$ cat config.mk
export PLATFORM = sky130hd
export DESIGN_NAME = router_fifo
export DESIGN_NICKNAME = d
export VERILOG_FILES = /design/src/rtl/router_fifo.sv
export SDC_FILE = /design/constraint.sdc
export NUM_CORES = 1
export LEC_CHECK = 0
export ABC_AREA = 0
export CORE_MARGIN = 5
export CORE_UTILIZATION = 50
export CTS_BUF_LIST = sky130_fd_sc_hd__clkbuf_8 sky130_fd_sc_hd__clkbuf_16
export DETAILED_ROUTE_END_ITERATION = 16
export PLACE_DENSITY_LB_ADDON = 0.2
export SYNTH_ARGS = -nofsm -noshare
export SYNTH_HDL_FRONTEND = slang
export SYNTH_SLANG_ARGS = --single-unit
$ cat constraint.sdc
create_clock -name clk -period 3.5 [get_ports clk]
set_clock_uncertainty 0.1 [all_clocks]
set_input_delay 0.35 -clock clk [delete_from_list [all_inputs] [get_ports clk]]
set_output_delay 0.35 -clock clk [all_outputs]
set_load 0.02 [all_outputs]
$ cat src/rtl/router_fifo.sv
`default_nettype none
// ============================================================================
// Module   : router_fifo
// Brief    : Per-destination output FIFO of the 1x3 router. Tags header bytes
//            and tracks the remaining bytes of the packet being drained.
// Revision : 1.0 - initial release
// ============================================================================
module router_fifo #(
    parameter int WIDTH = 8,
    parameter int DEPTH = 16,
    parameter int AW    = 4
) (
    input  logic             clk,
    input  logic             rst,
    input  logic             soft_rst,
    input  logic             we,
    input  logic             re,
    input  logic             lfd_state,
    input  logic [WIDTH-1:0] data_in,
    output logic [WIDTH-1:0] data_out,
    output logic             full,
    output logic             empty,
    output logic             pkt_busy
);

    logic [WIDTH-1:0] r_mem [DEPTH];
    logic [DEPTH-1:0] r_hdr;
    logic [AW:0]      r_wr_ptr;
    logic [AW:0]      r_rd_ptr;
    logic [6:0]       r_cnt;
    logic [WIDTH-1:0] r_data_out;

    logic             w_full;
    logic             w_empty;
    logic             w_wr_en;
    logic             w_rd_en;
    logic [WIDTH-1:0] w_rd_data;
    logic             w_rd_hdr;
    logic [6:0]       w_reload;

    assign w_empty   = (r_wr_ptr == r_rd_ptr);
    assign w_full    = (r_wr_ptr[AW] != r_rd_ptr[AW]) &&
                       (r_wr_ptr[AW-1:0] == r_rd_ptr[AW-1:0]);
    assign w_wr_en   = we && !w_full;
    assign w_rd_en   = re && !w_empty;
    assign w_rd_data = r_mem[r_rd_ptr[AW-1:0]];
    assign w_rd_hdr  = r_hdr[r_rd_ptr[AW-1:0]];
    // Header bits [7:2] carry the payload length; +1 accounts for parity.
    assign w_reload  = {1'b0, w_rd_data[7:2]} + 7'd1;

    // Data bits carry no reset; stale contents are unreachable once the
    // pointers and header flags are cleared.
    always_ff @(posedge clk) begin
        if (w_wr_en) begin
            r_mem[r_wr_ptr[AW-1:0]] <= data_in;
        end
    end

    always_ff @(posedge clk or posedge rst) begin
        if (rst) begin
            r_wr_ptr   <= '0;
            r_rd_ptr   <= '0;
            r_hdr      <= '0;
            r_cnt      <= '0;
            r_data_out <= '0;
        end else if (soft_rst) begin
            r_wr_ptr   <= '0;
            r_rd_ptr   <= '0;
            r_hdr      <= '0;
            r_cnt      <= '0;
            r_data_out <= '0;
        end else begin
            if (w_wr_en) begin
                r_hdr[r_wr_ptr[AW-1:0]] <= lfd_state;
                r_wr_ptr                <= r_wr_ptr + 1'b1;
            end
            if (w_rd_en) begin
                r_rd_ptr   <= r_rd_ptr + 1'b1;
                r_data_out <= w_rd_data;
                // A new header abandons whatever is left of a truncated packet.
                if (w_rd_hdr) begin
                    r_cnt <= w_reload;
                end else if (r_cnt != 7'd0) begin
                    r_cnt <= r_cnt - 7'd1;
                end
            end else if (r_cnt == 7'd0) begin
                r_data_out <= '0;
            end
        end
    end

    assign data_out = r_data_out;
    assign full     = w_full;
    assign empty    = w_empty;
    assign pkt_busy = (r_cnt != 7'd0);

endmodule
`default_nettype wire

==> results.txt <==
The share of total power consumed by net switching came out at 0.2863. Setup repair after global routing left no endpoint under its margin. The H-tree generated during clock tree synthesis spans 4 levels. The sequential fraction of design power came out at 0.450.

The via count of the first global-routing pass is 4,163. The run finished with clean final reports. Yosys attributes the largest share of cell area to edfxtp_1, dfrtp_1, mux4_2. The share of power burned in the clock network came out at 0.339. The number of warning messages in the yosys log came out at 0. The detail-routed net length per standard cell is 22.29 um. After clock tree synthesis, the repair step resized 0 gates. TritonCTS built the clock tree. The reg-to-reg critical path endpoint is r_cnt[2]. At the end of the flow the core is filled with cells to 0.5750. The residual antenna-violating net count after detailed routing is 0. The floorplan step set the die height to 130.8 um. The final HPWL from detailed placement is 9996 um. The routability-driven placement congestion ratio is 0.9014.

The first global-routing pass estimated 24,170 um of wire. The pin count of the biggest net entering global routing came out at 34. The post-CTS setup buffer count is 0. Compared with the post-synthesis result, the final layout area differs by 13.69%. The length of the first detailed-routing pass in iterations came out at 5.

The worst register-to-register path has a depth of 8. The library cell used as clock root buffer is clkbuf_16. The number of pins exceeding their max-slew limit in the final report is 0. The number of hold violations in the final report came to 0.

The floorplan has 44 rows. The number of nets at the end of the flow is 524. The portion of total power attributed to combinational logic came out at 0.211. Setup total negative slack on the finished layout was measured at 0 ps.

The register area share after synthesis came out at 0.6675. The sum of overflow across all layers after global routing is 0. The type of the worst min-delay path is in -> async. Wires add up to 15,600 um.

The number of sinks handled by clock tree synthesis is 169. The number of setup violations in the final report came out at 0. The synthesized area came out at 0.007296 mm2.

The horizontal extent of the die came out at 130.8 um. The diode insertion count for antenna repair came out at 0. Across the run, the number of max-cap violations was 0.

The CTS buffer count is 17. The number of distinct standard cells referenced by the synthesized netlist came out at 45. The starting density of the core is 0.5058. Dividing the detail-routed via count by the number of cells gives 5.917. The slew at the pin with the worst max-slew slack came out at 801.2 ps. The average cell area after synthesis came out at 15.52 um2. The number of antenna violations at the first check in global routing is 0. In the final layout, the share of cells above drive strength 1 is 0.1744. Across the VDD grid, the largest voltage drop is 0.3443 mV. The minimum clock period after layout is 3265 ps.

The area of the die is 0.01711 mm2. The critical path in this run is classified as reg -> out. The number of enable-type register cells in the synthesized netlist came out at 128.

For this run, the leading register cell type out of synthesis is edfxtp_1. The internal power is 3.614 mW. The total chip power came out at 5.064 mW. Data on the critical path is required at its endpoint by 3050 ps.

In this run, post-CTS hold repair placed 0 buffers. The global-route total usage across every layer came out at 0.1959. The highest attainable clock frequency came out at 0.3062 GHz. The ratio of final minimum period to clock period is 0.9330. The insertion delay of the later-clocked pin in the worst-skew pair came out at 430 ps. The core region area is 0.01442 mm2. The standby leakage power came out at 2.931 nW. The worst setup path is captured at a primary output.

When the netlist entered floorplanning its net count stood at 491. The maximum net fanout on the critical path came out at 5. The startpoint identified for the worst register-to-register timing path is r_rd_ptr[0]. The initial detailed-routing violation count came out at 372. The flip-flop and latch count after synthesis is 169. The number of design rule violations left after detail routing is 0.

During I/O placement, the number of pins put on the boundary was 25. The switching power summed over all nets came out at 1.450 mW. The relative slew slack is 0.4626. The quantity of I/O buffers inserted on ports is 24. The share of Yosys cell area claimed by the top area cell type is 0.5268. After clock tree synthesis, the clock-pin slew on the worst setup and hold paths is 60 ps. The cell taking the most area after synthesis is edfxtp_1. The clock passes through at most 2 buffers. At the worst endpoint, the arrival time is 2820 ps. The total vias in the final route is 4,142. Synthesis handed over a netlist of 470 instances.

The minimum setup slack among reg-to-reg paths is 750 ps. The power density relative to cell area is 610.5 mW/mm2. STA classifies the critical path startpoint as a register. Counting flops with an async set or reset pin after synthesis yields a share of 0.2426.
## flip-flops by register name, indices dropped and copies added, names as in the netlist
| signal | cells |
|---|---|
| r_mem | 128 |
| r_hdr | 16 |
| data_out | 8 |
| r_cnt | 7 |
| r_rd_ptr | 5 |
| r_wr_ptr | 5 |
## logic make-up (layout without fill, tap and decap cells)
family                   after synthesis  count (layout)  synth area share
adder cells (fa/ha/maj)                7               7           0.01200
multiplexers                          58              58            0.1396
buffers and inverters                 46              92           0.03173
AO/OA/AOI/OAI                         62              62           0.05625
XOR/XNOR                              18              18           0.02161
AND/OR/NAND/NOR                      110             110           0.07135
flip-flops                           169             169            0.6675
## cell usage after synthesis, drive strengths merged, types with 11 or more instances
master / count
a21oi: 21
edfxtp: 128
o21ai: 15
xnor2: 12
nand4: 18
mux2i: 23
mux4: 35
nand3: 14
dfrtp: 41
nand2: 25
clkbuf: 11
inv: 17
nor2: 36
buf: 17
## power by group through the flow
stage | Sequential, mW | Combinational, mW | Clock [mW]
after global placement | 2.32 | 1.05 | 0
after CTS | 2.28 | 1.07 | 1.74
after global routing | 2.29 | 1.17 | 1.83
final | 2.28 | 1.07 | 1.72
after detailed placement | 2.32 | 1.07 | 0
after floorplan | 2.32 | 0.779 | 0
## layer usage
layer,vias up,part of all wire,track usage
met1,2139,0.46,0.2767
met2,111,0.48,0.3032
met4,0,0.013,0.05929
li1,1877,-,-
met5,-,0,0
met3,15,0.047,0.05163
## through the flow
stage	hold slack [ps]	cells	area, um2	setup slack [ps]
after floorplan	348.9	470	7296	1068
after global placement	401.5	668	7751	766.2
after detailed placement	412.2	668	7751	681.0
after CTS	204.6	700	8294	217.8
after global routing	257.7	700	8294	10.95
final	188.4	700	8294	234.6
## cell usage in the layout, fill, tap and decap left out, drive strengths merged, types with 2 or more instances in the layout
cell type / synthesis / final
o21a: 2 / 2
a21oi: 21 / 21
nor4: 2 / 2
clkinv: 1 / 9
dfrtp: 41 / 41
mux2i: 23 / 23
and2: 2 / 2
inv: 17 / 21
nand4: 18 / 18
nand2b: 2 / 2
a221oi: 6 / 6
clkdlybuf4s50: 0 / 24
a31oi: 3 / 3
nand2: 25 / 25
a2bb2oi: 2 / 2
nand3: 14 / 14
nor2: 36 / 36
nor2b: 3 / 3
ha: 7 / 7
a22oi: 3 / 3
xnor2: 12 / 12
mux4: 35 / 35
o21ai: 15 / 15
buf: 17 / 18
xor2: 6 / 6
edfxtp: 128 / 128
clkbuf: 11 / 17
nor3: 2 / 2
clkinvlp: 0 / 3
a311oi: 2 / 2
o22ai: 3 / 3
## worst max-delay path by stage
stage / startpoint / endpoint / slack, ps / cells past startpoint
floorplan: r_rd_ptr[0] / r_mem[9][0] / 1070 / 9
global placement: r_cnt[0] / pkt_busy / 770 / 6
detailed placement: r_cnt[0] / pkt_busy / 680 / 6
CTS: r_cnt[0] / pkt_busy / 220 / 6
global route: r_cnt[0] / pkt_busy / 10 / 6
finish: r_cnt[0] / pkt_busy / 230 / 6
## area by class of cell
class,instances,area [um2]
Clock buffer,17,425.4
Clock inverter,15,117.6
Fill cell,1113,6130
Inverter,18,67.56
Multi-Input combinational cell,255,2195
Sequential cell,169,4871
Tap cell,184,230.2
Timing Repair Buffer,42,387.9
## critical path: stages, from the launching register on
cell             delay, ps
dfrtp_1                420
inv_1                  100
ha_1                   180
or3b_2                 500
nor4_1                 510
inv_1                  120
clkdlybuf4s50_1        560
Note: power is estimated with default switching activity, not from simulation.
